File: src/rtl/logic_pod_chunk_packer.sv
// Packs 17-bit compression-engine chunks MSB-first into OUT_WIDTH-bit words,
// queues them in a first-word-fall-through FIFO with flush, overflow and chunk counting.
module logic_pod_chunk_packer #(
    parameter int OUT_WIDTH  = 64,
    parameter int FIFO_DEPTH = 16
) (
    input  logic                 clk,
    input  logic                 rst,
    input  logic                 in_valid,
    input  logic                 in_format,
    input  logic [15:0]          in_data,
    input  logic                 flush,
    output logic                 out_valid,
    input  logic                 out_ready,
    output logic [OUT_WIDTH-1:0] out_data,
    output logic                 out_last,
    output logic                 flush_done,
    output logic                 overflow,
    input  logic                 overflow_clr,
    output logic [31:0]          chunk_count
);
    localparam int FW = $clog2(OUT_WIDTH);
    localparam int SW = FW + 1;
    localparam int CW = OUT_WIDTH + 17;
    localparam int AW = $clog2(FIFO_DEPTH);

    logic [OUT_WIDTH-1:0] r_acc;
    logic [FW-1:0]        r_fill;
    logic                 r_s1_vld, r_s1_last, r_s1_done;
    logic [OUT_WIDTH-1:0] r_s1_word;
    logic                 r_skid_vld;
    logic [OUT_WIDTH-1:0] r_skid_word;
    logic                 r_flush_done, r_overflow;
    logic [31:0]          r_count;
    logic [OUT_WIDTH:0]   r_mem [FIFO_DEPTH];
    logic [AW:0]          r_wp, r_rp;

    logic [16:0]          w_chunk;
    logic [SW-1:0]        w_sum;
    logic [CW-1:0]        w_ins, w_comb;
    logic                 w_cmp, w_flush, w_pending;
    logic [OUT_WIDTH-1:0] w_word, w_rem, w_nacc;
    logic [FW-1:0]        w_nfill;
    logic                 w_full, w_pop, w_push, w_drop;
    logic [OUT_WIDTH:0]   w_head;

    // New chunk lands directly below the current fill bits of the accumulator.
    assign w_chunk   = {in_format, in_data};
    assign w_sum     = {1'b0, r_fill} + (in_valid ? SW'(17) : SW'(0));
    assign w_ins     = {w_chunk, {OUT_WIDTH{1'b0}}} >> r_fill;
    assign w_comb    = {r_acc, 17'b0} | (in_valid ? w_ins : '0);
    assign w_cmp     = w_sum >= SW'(OUT_WIDTH);
    assign w_word    = w_comb[CW-1 -: OUT_WIDTH];
    assign w_rem     = {w_comb[16:0], {(OUT_WIDTH-17){1'b0}}};
    assign w_nacc    = w_cmp ? w_rem : w_word;
    assign w_nfill   = w_cmp ? FW'(w_sum - SW'(OUT_WIDTH)) : FW'(w_sum);
    assign w_pending = r_skid_vld | r_s1_done;
    assign w_flush   = flush & ~w_pending;

    always_ff @(posedge clk or posedge rst) begin
        if (rst) begin
            r_acc       <= '0;
            r_fill      <= '0;
            r_s1_vld    <= 1'b0;
            r_s1_last   <= 1'b0;
            r_s1_done   <= 1'b0;
            r_s1_word   <= '0;
            r_skid_vld  <= 1'b0;
            r_skid_word <= '0;
            r_count     <= '0;
        end else begin
            r_count <= r_count + {31'd0, in_valid};
            if (w_flush) begin
                r_acc  <= '0;
                r_fill <= '0;
            end else begin
                r_acc  <= w_nacc;
                r_fill <= w_nfill;
            end
            // A flush can never follow a pending skid word, and fill is 0 here,
            // so no chunk can complete a word in the same cycle the skid drains.
            if (r_skid_vld) begin
                r_s1_vld   <= 1'b1;
                r_s1_word  <= r_skid_word;
                r_s1_last  <= 1'b1;
                r_s1_done  <= 1'b1;
                r_skid_vld <= 1'b0;
            end else if (w_flush && w_cmp) begin
                r_s1_vld    <= 1'b1;
                r_s1_word   <= w_word;
                r_s1_last   <= (w_nfill == '0);
                r_s1_done   <= (w_nfill == '0);
                r_skid_vld  <= (w_nfill != '0);
                r_skid_word <= w_rem;
            end else if (w_flush) begin
                r_s1_vld  <= (w_nfill != '0);
                r_s1_word <= w_word;
                r_s1_last <= 1'b1;
                r_s1_done <= 1'b1;
            end else begin
                r_s1_vld  <= w_cmp;
                r_s1_word <= w_word;
                r_s1_last <= 1'b0;
                r_s1_done <= 1'b0;
            end
        end
    end

    assign out_valid = (r_wp != r_rp);
    assign w_full    = (r_wp - r_rp) == (AW+1)'(FIFO_DEPTH);
    assign w_pop     = out_valid & out_ready;
    assign w_push    = r_s1_vld & (~w_full | w_pop);
    assign w_drop    = r_s1_vld & w_full & ~w_pop;
    assign w_head    = r_mem[r_rp[AW-1:0]];

    always_ff @(posedge clk) begin
        if (w_push)
            r_mem[r_wp[AW-1:0]] <= {r_s1_last, r_s1_word};
    end

    always_ff @(posedge clk or posedge rst) begin
        if (rst) begin
            r_wp         <= '0;
            r_rp         <= '0;
            r_flush_done <= 1'b0;
            r_overflow   <= 1'b0;
        end else begin
            if (w_push) r_wp <= r_wp + 1'b1;
            if (w_pop)  r_rp <= r_rp + 1'b1;
            r_flush_done <= r_s1_done;
            // A fresh drop outranks a simultaneous clear.
            if (w_drop)
                r_overflow <= 1'b1;
            else if (overflow_clr)
                r_overflow <= 1'b0;
        end
    end

    assign out_data    = out_valid ? w_head[OUT_WIDTH-1:0] : '0;
    assign out_last    = out_valid & w_head[OUT_WIDTH];
    assign flush_done  = r_flush_done;
    assign overflow    = r_overflow;
    assign chunk_count = r_count;
endmodule

File: config.mk
export PLATFORM = sky130hd
export DESIGN_NAME = logic_pod_chunk_packer
export DESIGN_NICKNAME = d
export VERILOG_FILES = /design/src/rtl/logic_pod_chunk_packer.sv
export SDC_FILE = /design/constraint.sdc
export NUM_CORES = 1
export LEC_CHECK = 0
export BUFFER_PORTS_ARGS = -buffer_cell sky130_fd_sc_hd__buf_2
export CORE_ASPECT_RATIO = 0.7
export CORE_MARGIN = 1
export CORE_UTILIZATION = 35
export CTS_BUF_LIST = sky130_fd_sc_hd__clkbuf_16
export CTS_CLUSTER_DIAMETER = 200
export CTS_CLUSTER_SIZE = 20
export DETAILED_ROUTE_END_ITERATION = 6
export HOLD_SLACK_MARGIN = 0.02
export PLACE_DENSITY = 0.49
export SLEW_MARGIN = 0
export SYNTH_ARGS = -nofsm -noshare
export SYNTH_HDL_FRONTEND = slang
export SYNTH_SLANG_ARGS = --single-unit
File: constraint.sdc
create_clock -name clk -period 28.2 [get_ports clk]
set_clock_uncertainty 0.05 [all_clocks]
set_input_delay 4.23 -clock clk [delete_from_list [all_inputs] [get_ports clk]]
set_output_delay 4.23 -clock clk [all_outputs]
set_load 0.01 [all_outputs]
==> impl_metrics.toml <==
[drt]
wl_per_cell_um = 29.9
post-route-drc-count = 0
drtIter0Drc = 2610
wl_um = 136000
dr_total_vias = 25351
viasPerCell = 5.56
drtAntennaViolNets = 0
dr.pass1.iters = 6

[pwr]
total_power_mw = 5.56
irDropWorstVdd_mv = 0.0537
power.leakage_nw = 18.2
p_per_area_mw_per_mm2 = 102

[worst_setup_path]
critPathTopFamily = "buffers and inverters"
cp_slowest_cell = "buf_4"
required_ns = 23.92
cpMostUsedCell = "buf_4"
critical_path.cell_chain = "buf_4 -> buf_4 -> buf_4 -> buf_4 -> mux4_2 -> mux4_2 -> nor2b_1 -> buf_2"
slowest_delay_ns = 0.87
critPathKind = "reg2out"
reg2reg_from = "r_rp[1]$_DFFE_PP0P_"
path_max_fanout = 49
crit_path_start_kind = "flip-flop"
rrSetupSlack_ns = 22.80
reg2reg_depth = 9
worst_r2r_endpoint = "r_mem[11][26]$_DFFE_PP_"
crit_arrival_ns = 6.10
cp-end-kind = "output port"
cp_num_buf_inv = 5

[sta]
fin_setup_tns_ns = 0
rsz0062_at_grt = "no"
period_needed_ns = 10.38
final_hold_viol_count = 0
slew_headroom_pct = 16.6
finalCritPeriodShare_pct = 36.8
maxSlewViolCount = 0
finalSetupViolations = 0
worstMarginPinSlew_ns = 1.25
fmax_mhz = 96.4

[synthesis]
synth_most_common_cell = "edfxtp_1"
ys_seq_area_share_pct = 73.0
ys_types = 76
synth.largest_area_cell = "edfxtp_1"
yosysWarnings = 0
syn_inst = 2510
syn_nets = 2547
synth_top_cell_area_share_pct = 63.0
syn_area_sq_mm = 0.0496
synth_flop_cell = "edfxtp_1"
synth_edf_count = 1040
synth_common_cells = "edfxtp_1, mux4_2, dfrtp_1"
synth_area_leaders = "edfxtp_1, mux4_2, dfrtp_1, nor2b_1, nor2_1"
avgSynthCellArea_sq_um = 19.7
async_reset_ff_share_pct = 15.9
synth_seq_cells = 1237

[global_route]
grt_usage_pct = 19.0
grt_pass1_vias = 26047
grt_max_degree = 141
grt_pass1_wl_um = 194000
use_met1_pct = 27.8
antenna_found_initial = 8
busiest_layer = "met2"
globalRouteMet3Util_pct = 5.06
grt_use_met2_pct = 28.4
grt_overflow = 0

[clock_network]
post_cts_buffers = 0
clk_latency_ns = 0.68
cts_tree = "built"
clock_path_buffers = 3
cts_sinks = 1237
cts_made_buffers = 71
cts_hold_buf = 0
cts-root-buf = "clkbuf_16"
ctsResizeCount = 0
htreeDepth = 3
clk_pin_slew_worst_paths_ns = 0.09

[finish]
layout.filler_cells = 12645
final_core_util_pct = 38.8
area_delta_synth_final_pct = 9.92
layout-drive-gt1-share_pct = 24.4
final_net_count = 2666

[flow_run]
cap_violations = 0

[min_path]
holdCritPathClass = "reg2reg"
hold_depth = 1
holdPathEnd = "chunk_count[31]$_DFF_PP0_"
hold_start = "chunk_count[31]$_DFF_PP0_"

[run_status]
status = "completed"

[floorplanning]
die_h_um = 317
rows = 115
die_width_um = 452
core_area_sq_mm = 0.140
start_util_pct = 35.3
die_area_sq_mm = 0.143
ios = 123

[placed_design]
place.gp.congestion = 0.970
io_buffers = 122
hpwl_um = 77900
registers in the layout, summed over array words and instances, names as in the netlist:
| name | flops |
|---|---|
| r_mem | 1040 |
| r_acc | 64 |
| r_s1_word | 64 |
| chunk_count | 32 |
| r_skid_word | 16 |
| r_fill | 6 |
| r_rp | 5 |
| r_wp | 5 |
| flush_done | 1 |
| overflow | 1 |
| r_s1_done | 1 |
| r_s1_vld | 1 |
| r_skid_vld | 1 |
metal layers:
metal	up-vias	wire, um
met4	4	2540
met1	13873	62400
met5	-	32
met2	900	61300
li1	10428	-
met3	146	10100
how the worst max path moves through the flow:
stage          slack (ns)  cells after the start                 from               endpoint
3_5_place_dp        18.21                      8  r_rp[0]$_DFFE_PP0P_           out_data[35]
5_1_grt             17.20                      8  r_rp[0]$_DFFE_PP0P_           out_data[42]
3_3_place_gp        18.27                      8  r_rp[0]$_DFFE_PP0P_           out_data[36]
4_1_cts             17.47                      8  r_rp[0]$_DFFE_PP0P_           out_data[35]
2_1_floorplan       16.48                      4            out_ready  r_mem[0][0]$_DFFE_PP_
6_report            17.82                      8  r_rp[0]$_DFFE_PP0P_           out_data[35]
cells in the final DEF (no fill, tap or decap), drive strengths merged, types with 6 or more instances in the layout:
| cell | count |
|---|---|
| a22o | 8 |
| clkbuf | 71 |
| a21oi | 39 |
| buf | 183 |
| nor3b | 6 |
| dfrtp | 197 |
| inv | 91 |
| nor2b | 83 |
| nor3 | 38 |
| or3 | 7 |
| o21ai | 23 |
| nand2b | 13 |
| nor2 | 130 |
| mux2i | 42 |
| o211ai | 9 |
| xnor2 | 37 |
| nand4 | 14 |
| and2 | 13 |
| ha | 14 |
| and3 | 10 |
| a211oi | 22 |
| mux2 | 23 |
| o31ai | 7 |
| a31oi | 13 |
| o22ai | 26 |
| a221oi | 12 |
| xor2 | 8 |
| mux4 | 342 |
| nand3 | 35 |
| edfxtp | 1040 |
| a22oi | 6 |
| nand2 | 54 |
report_power, final:
part | internal, mW | switching, mW | leakage (nW) | total, mW
logic | 0.807 | 1.06 | 4.78 | 1.87
registers | 2.37 | 0.259 | 12.2 | 2.63
clock network | 0.464 | 0.593 | 1.18 | 1.06
per-stage QoR:
stage / cells / hold WS [ns] / instance area (sq um) / setup WS [ns]
6_report: 4559 / 0.433 / 54500 / 17.82
5_1_grt: 4558 / 0.443 / 54500 / 17.20
4_1_cts: 4557 / 0.435 / 54500 / 17.47
3_5_place_dp: 4428 / 0.414 / 52400 / 18.21
3_3_place_gp: 4428 / 0.409 / 52400 / 18.27
2_1_floorplan: 2510 / 0.398 / 49600 / 16.48
logic make-up after synthesis:
family,share of synthesized area [%]
muxes,16.9
and+or+nand+nor,4.20
buffers and inverters,1.67
AOI/OAI and AO/OA,3.08
adders and majority gates,0.354
DFF,73.0
xor gates and xnor gates,0.795
area by class of cell:
cell class	count	area (sq um)	share of cell area [%]
Antenna cell	2	5.00	0.00919
Clock inverter	58	254	0.466
Timing Repair Buffer	183	1080	1.98
Clock buffer	71	1780	3.26
Multi-Input combinational cell	1098	12700	23.3
Tap cell	1872	2340	4.30
Sequential cell	1237	36200	66.4
Inverter	38	160	0.294
(Power assumes the default switching activity.)
